## src/rtl/sbox_share_sched_pkg.sv

```systemverilog
// Shared definitions for the S-box share scheduler.
//   - Requester encodings (DST_ST / DST_KS) used on res_dst and in the
//     in-flight tracking entries.
//   - Tag widths for each requester and for the result side.
//   - Default pass sizes and result counter widths.
//   - inflight_t: one entry of the in-flight tracking pipe.
package sbox_share_sched_pkg;

  localparam logic DST_ST = 1'b0;
  localparam logic DST_KS = 1'b1;

  localparam int ST_TAG_W  = 4;
  localparam int KS_TAG_W  = 2;
  localparam int RES_TAG_W = 4;

  localparam int ST_BYTES_DEF = 16;
  localparam int KS_BYTES_DEF = 4;

  localparam int ST_CNT_W = 5;
  localparam int KS_CNT_W = 3;

  typedef struct packed {
    logic                 valid;
    logic                 dst;
    logic [RES_TAG_W-1:0] tag;
  } inflight_t;

  // KS tags travel on the wider result tag bus, zero-extended.
  function automatic logic [RES_TAG_W-1:0] ks_tag_ext(input logic [KS_TAG_W-1:0] t);
    return {{(RES_TAG_W-KS_TAG_W){1'b0}}, t};
  endfunction

endpackage

```

## src/rtl/sbox_share_sched_tag_pipe.sv

```systemverilog
// In-flight tracking pipe for the shared S-box core.
//   clk, rst    : clock, synchronous active-high reset
//   in_entry    : entry written on an issue cycle (all-zero when idle)
//   tail_valid  : tail entry valid; aligned with the core's output shares
//   tail_dst    : tail entry requester
//   out_entry   : tail delayed one cycle, aligned with the registered result
//   busy        : any valid entry in the pipe or the output stage
// The pipe is SBOX_LAT deep so an entry reaches the tail in exactly the
// cycle the core presents the matching result.
module sbox_share_sched_tag_pipe
  import sbox_share_sched_pkg::*;
#(
  parameter int SBOX_LAT = 4
) (
  input  logic      clk,
  input  logic      rst,
  input  inflight_t in_entry,
  output logic      tail_valid,
  output logic      tail_dst,
  output inflight_t out_entry,
  output logic      busy
);

  inflight_t           stage_reg [SBOX_LAT];
  inflight_t           out_reg;
  logic [SBOX_LAT-1:0] stage_valid;

  always_ff @(posedge clk) begin
    if (rst) begin
      for (int i = 0; i < SBOX_LAT; i++) begin
        stage_reg[i] <= '0;
      end
      out_reg <= '0;
    end else begin
      stage_reg[0] <= in_entry;
      for (int i = 1; i < SBOX_LAT; i++) begin
        stage_reg[i] <= stage_reg[i-1];
      end
      out_reg <= stage_reg[SBOX_LAT-1];
    end
  end

  for (genvar gi = 0; gi < SBOX_LAT; gi++) begin : g_valid
    assign stage_valid[gi] = stage_reg[gi].valid;
  end

  assign tail_valid = stage_reg[SBOX_LAT-1].valid;
  assign tail_dst   = stage_reg[SBOX_LAT-1].dst;
  assign out_entry  = out_reg;
  assign busy       = (|stage_valid) | out_reg.valid;

endmodule

```

## src/rtl/sbox_share_sched.sv

```systemverilog
// Scheduler sharing one 2-share threshold S-box core between the state
// SubBytes requester (ST) and the key-schedule SubWord requester (KS).
//   clk, rst                 : clock, synchronous active-high reset
//   st_valid/st_ready        : ST handshake; st_s0/st_s1 shares, st_tag index
//   ks_valid/ks_ready        : KS handshake; ks_s0/ks_s1 shares, ks_tag index
//   rnd_valid/rnd/rnd_take   : fresh randomness, consumed on every issue
//   core_en/core_s0/core_s1/core_rnd : issue to the core (zero when idle)
//   core_o0/core_o1          : core result shares, SBOX_LAT cycles after core_en
//   res_valid/res_dst/res_tag/res_s0/res_s1 : registered result stream
//   st_done/ks_done          : pulse with the last result of a pass
//   busy                     : any issue still in flight
// Shares are only ever routed, never combined with each other.
module sbox_share_sched
  import sbox_share_sched_pkg::*;
#(
  parameter int SBOX_LAT = 4,  // 1..8
  parameter int RND_W    = 8,
  parameter int ST_BYTES = ST_BYTES_DEF,
  parameter int KS_BYTES = KS_BYTES_DEF
) (
  input  logic                 clk,
  input  logic                 rst,
  input  logic                 st_valid,
  output logic                 st_ready,
  input  logic [7:0]           st_s0,
  input  logic [7:0]           st_s1,
  input  logic [ST_TAG_W-1:0]  st_tag,
  input  logic                 ks_valid,
  output logic                 ks_ready,
  input  logic [7:0]           ks_s0,
  input  logic [7:0]           ks_s1,
  input  logic [KS_TAG_W-1:0]  ks_tag,
  input  logic                 rnd_valid,
  input  logic [RND_W-1:0]     rnd,
  output logic                 rnd_take,
  output logic                 core_en,
  output logic [7:0]           core_s0,
  output logic [7:0]           core_s1,
  output logic [RND_W-1:0]     core_rnd,
  input  logic [7:0]           core_o0,
  input  logic [7:0]           core_o1,
  output logic                 res_valid,
  output logic                 res_dst,
  output logic [RES_TAG_W-1:0] res_tag,
  output logic [7:0]           res_s0,
  output logic [7:0]           res_s1,
  output logic                 st_done,
  output logic                 ks_done,
  output logic                 busy
);

  // ptr_reg names the requester that wins the next contention.
  logic                ptr_reg, ptr_next;
  logic                issue, grant_ks;
  inflight_t           in_entry, out_entry;
  logic                tail_valid, tail_dst;

  logic [ST_CNT_W-1:0] st_cnt_reg, st_cnt_next;
  logic [KS_CNT_W-1:0] ks_cnt_reg, ks_cnt_next;
  logic                st_done_reg, st_done_next;
  logic                ks_done_reg, ks_done_next;
  logic [7:0]          res_s0_reg, res_s1_reg;

  // Arbitration and issue. Nothing is issued while in reset so that every
  // output reads zero during reset.
  always_comb begin
    issue    = !rst && rnd_valid && (st_valid || ks_valid);
    grant_ks = ks_valid && (!st_valid || (ptr_reg == DST_KS));
    st_ready = 1'b0;
    ks_ready = 1'b0;
    rnd_take = 1'b0;
    core_en  = 1'b0;
    core_s0  = '0;
    core_s1  = '0;
    core_rnd = '0;
    in_entry = '0;
    ptr_next = ptr_reg;
    if (issue) begin
      core_en        = 1'b1;
      rnd_take       = 1'b1;
      core_rnd       = rnd;
      in_entry.valid = 1'b1;
      if (grant_ks) begin
        ks_ready     = 1'b1;
        core_s0      = ks_s0;
        core_s1      = ks_s1;
        in_entry.dst = DST_KS;
        in_entry.tag = ks_tag_ext(ks_tag);
        ptr_next     = DST_ST;
      end else begin
        st_ready     = 1'b1;
        core_s0      = st_s0;
        core_s1      = st_s1;
        in_entry.dst = DST_ST;
        in_entry.tag = st_tag;
        ptr_next     = DST_KS;
      end
    end
  end

  sbox_share_sched_tag_pipe #(
    .SBOX_LAT (SBOX_LAT)
  ) u_tag_pipe (
    .clk        (clk),
    .rst        (rst),
    .in_entry   (in_entry),
    .tail_valid (tail_valid),
    .tail_dst   (tail_dst),
    .out_entry  (out_entry),
    .busy       (busy)
  );

  // Pass counters advance on the tail so the done pulse is registered
  // alongside the result it belongs to.
  always_comb begin
    st_cnt_next  = st_cnt_reg;
    ks_cnt_next  = ks_cnt_reg;
    st_done_next = 1'b0;
    ks_done_next = 1'b0;
    if (tail_valid && (tail_dst == DST_ST)) begin
      if (st_cnt_reg == ST_CNT_W'(ST_BYTES - 1)) begin
        st_cnt_next  = '0;
        st_done_next = 1'b1;
      end else begin
        st_cnt_next = st_cnt_reg + 1'b1;
      end
    end
    if (tail_valid && (tail_dst == DST_KS)) begin
      if (ks_cnt_reg == KS_CNT_W'(KS_BYTES - 1)) begin
        ks_cnt_next  = '0;
        ks_done_next = 1'b1;
      end else begin
        ks_cnt_next = ks_cnt_reg + 1'b1;
      end
    end
  end

  always_ff @(posedge clk) begin
    if (rst) begin
      ptr_reg     <= DST_ST;
      st_cnt_reg  <= '0;
      ks_cnt_reg  <= '0;
      st_done_reg <= 1'b0;
      ks_done_reg <= 1'b0;
      res_s0_reg  <= '0;
      res_s1_reg  <= '0;
    end else begin
      ptr_reg     <= ptr_next;
      st_cnt_reg  <= st_cnt_next;
      ks_cnt_reg  <= ks_cnt_next;
      st_done_reg <= st_done_next;
      ks_done_reg <= ks_done_next;
      // Idle cycles leave zeros on the result bus rather than stale shares.
      res_s0_reg  <= tail_valid ? core_o0 : '0;
      res_s1_reg  <= tail_valid ? core_o1 : '0;
    end
  end

  assign res_valid = out_entry.valid;
  assign res_dst   = out_entry.dst;
  assign res_tag   = out_entry.tag;
  assign res_s0    = res_s0_reg;
  assign res_s1    = res_s1_reg;
  assign st_done   = st_done_reg;
  assign ks_done   = ks_done_reg;

endmodule
```

## config.mk

```make
export PLATFORM = sky130hd
export DESIGN_NAME = sbox_share_sched
export DESIGN_NICKNAME = d
export VERILOG_FILES = /design/src/rtl/sbox_share_sched_pkg.sv /design/src/rtl/sbox_share_sched_tag_pipe.sv /design/src/rtl/sbox_share_sched.sv
export SDC_FILE = /design/constraint.sdc
export NUM_CORES = 1
export LEC_CHECK = 0
export BUFFER_PORTS_ARGS = -buffer_cell sky130_fd_sc_hd__buf_2
export CORE_MARGIN = 1
export CORE_UTILIZATION = 44
export CTS_BUF_LIST = sky130_fd_sc_hd__clkbuf_8
export DETAILED_ROUTE_END_ITERATION = 8
export PLACE_DENSITY = 0.83
export SLEW_MARGIN = 20
export SYNTH_ARGS = -nofsm -noshare
export SYNTH_HDL_FRONTEND = slang
export SYNTH_SLANG_ARGS = --single-unit
```

## constraint.sdc

```tcl
create_clock -name clk -period 2.6 [get_ports clk]
set_input_delay 0.78 -clock clk [delete_from_list [all_inputs] [get_ports clk]]
set_output_delay 0.78 -clock clk [all_outputs]
set_load 0.02 [all_outputs]
```

==> metrics.cfg <==
[sta]
rsz0062_at_grt=false
whs_ns=0.4320
fin_crit_sh_pct=97.52
worstMarginPinSlew_ns=0.3286
finalCriticalPeriod_ns=2.535
fmax_ghz=0.3944
finClkSkew_ns=0.003508
max_slew_margin_pct=78.10
setup_tns_ns=0
finalMaxSlewViolations=0
final-hold-violation-count=0
worst_slack_ns=0.06460
setup-violations-final=0

[floorplan]
initial_core_util_pct=45.66
dieWidth_um=69.22
row_count=24
ios=120
core_area_um2=4354
die_y_um=69.22
die_area_um2=4791

[run]
cap_viol_max_count=0

[finish]
nFillCells=344
final_nets=376
largest_reg_flops=24
final_core_util_pct=64.51
multi_input_area_um2=779.5
drive_gt1_share_pct=46.47
antenna_cells=0
seq_area_um2=1141
syn2layout_area_growth_pct=41.28

[outcome]
outcome=completed

[global_route]
grt_usage_pct=18.15
grt_pass1_wl_mm=6.699
antenna_found_initial=0
gr-total-overflow=0
grt_max_degree=36
grt_pass1_vias=1569

[yosys]
synth_warnings=0
syn-num-nets=249
ys_seq_area_share_pct=57.39
synth-seq-cells=57
synth_top_cell_by_area=dfxtp_1
synth_top_area_share_pct=57.39
synth_cells=180
synth_flop_cell=dfxtp_1
syn_area_per_cell_um2=11.05
syn_area_um2=1988
async_reset_ff_share_pct=0
synth.area.top_cells=dfxtp_1, and2_1, a22o_1
synth-edff-count=0
synthDistinctLibCells=31

[critical_path]
path_cells=buf_2 -> nor2b_4 -> and3_1 -> buf_4 -> a22o_1 -> buf_2
critPathRequiredTime_ns=1.82
cpPeakStageDelay_ns=0.24
cp_max_fo=10
endpoint_kind=primary output
cp_common_cell=buf_2
critPathArrivalTime_ns=1.76
cp_slowest_cell=a22o_1
path_buf_inv=3
startpoint_type=input pin
cpLargestDelayFamily=buffers and inverters
regToRegSetupSlack_ns=1.35
critical_path_class=input pin to primary output

[cts]
cts_hold_buffers=0
cts_buffers=9
htree_levels=3
insertion_delay_ns=0.32
clkSinkCount=57
clock-root-buffer=clkbuf_8
cts_tree=yes
clockBufferDepth=2
clk_pin_slew_ns=0.06
cts_resized=0
cts_setup_buffers=0

[min_path]
hold_class=flop to flop

[routing]
via_per_inst=4.560
route.met2.wl_mm=2.242
wire_per_inst_um=11.61
dr.pass1.iters=4
wl_mm=4.226
ant_nets=0
drt-met1-wl_mm=1.626
num_vias=1660
first_iter_violations=77
post-route-drc-count=0
wl_met3_um=241
topRoutingLayerUsed=met4

[placement]
post-place-ws_ns=0.07069
numPortBuffers=119
gp_congestion=0.7586
dp_hpwl_mm=3.206

[power]
internal-power_mw=1.289
irDropWorstVdd_mv=0.3408
pwr-share-comb_pct=9.2
swShare_pct=23.15
p_switching_mw=0.3883
total_power_mw=1.678
leakagePower_nw=1.439
seqPwrFrac_pct=53.0
p_clk_share_pct=37.8
p_per_area_nw_per_um2=597.2

## Yosys cell counts (2+ instances only)
cell type and n:
dfxtp_1 57, and2_1 26, nor2b_1 24, a22o_1 18, nand2_1 7, nor3_1 4
a21oi_1 3, and3_1 3, buf_2 3, buf_4 3, clkbuf_1 3, nor2_1 3
a311oi_1 2, and2b_2 2, ha_1 2, inv_1 2, nand2b_1 2, o21a_1 2
xnor2_1 2
## power by group through the flow
stage / sequential (mW) / combinational [mW] / clock (mW)
floorplan: 0.909 / 0.0741 / 0
global placement: 0.907 / 0.152 / 0
detailed placement: 0.908 / 0.155 / 0
CTS: 0.889 / 0.156 / 0.652
global route: 0.890 / 0.166 / 0.704
finish: 0.889 / 0.154 / 0.634
## final timing paths
kind,start,endpoint,cells after the start
worst max-delay path,rnd_valid,core_s1[4],6
worst min-delay path,u_tag_pipe.stage_reg[1][3]$_SDFF_PP0_,u_tag_pipe.stage_reg[2][3]$_SDFF_PP0_,1
worst max register to register,st_cnt_reg[0]$_SDFFE_PP0P_,st_done$_SDFF_PP0_,4
worst min register to register,u_tag_pipe.stage_reg[1][3]$_SDFF_PP0_,u_tag_pipe.stage_reg[2][3]$_SDFF_PP0_,1
## cells in the final DEF, fill, tap and decap left out, types with 3 or more instances in the layout
| cell | n |
|---|---|
| nor3_1 | 4 |
| nor2b_1 | 24 |
| buf_2 | 119 |
| nand2_1 | 7 |
| clkinv_2 | 4 |
| clkbuf_8 | 9 |
| and3_1 | 3 |
| nor2_1 | 3 |
| inv_1 | 5 |
| buf_4 | 6 |
| dfxtp_1 | 57 |
| a22o_1 | 18 |
| a21oi_1 | 3 |
| and2_1 | 26 |
## metal layers
metal | track usage (%) | up-vias
met5 | 0 | -
met4 | 11.11 | 0
met3 | 5.087 | 10
met2 | 33.23 | 67
met1 | 17.92 | 727
li1 | - | 856
## kinds of logic after synthesis
group / synth area share (%)
AO/OA/AOI/OAI: 11.20
XOR/XNOR: 0.8812
adder cells (fa/ha/maj): 1.258
buffers and inverters: 3.398
flip-flops: 57.39
multiplexers: 0.5035
AND/OR/NAND/NOR: 25.36
## area by class of cell
class,count,area share [%]
Clock buffer,9,4.410
Multi-Input combinational cell,111,27.75
Timing Repair Buffer,126,23.52
Clock inverter,7,1.114
Inverter,2,0.2673
Sequential cell,57,40.62
Tap cell,52,2.316
## through the flow
| stage | area [um^2] | std cells |
|---|---|---|
| detailed placement | 2654 | 348 |
| floorplan | 1988 | 180 |
| global route | 2809 | 364 |
| global placement | 2654 | 348 |
| finish | 2809 | 364 |
| CTS | 2809 | 364 |
(Power assumes the default switching activity.)
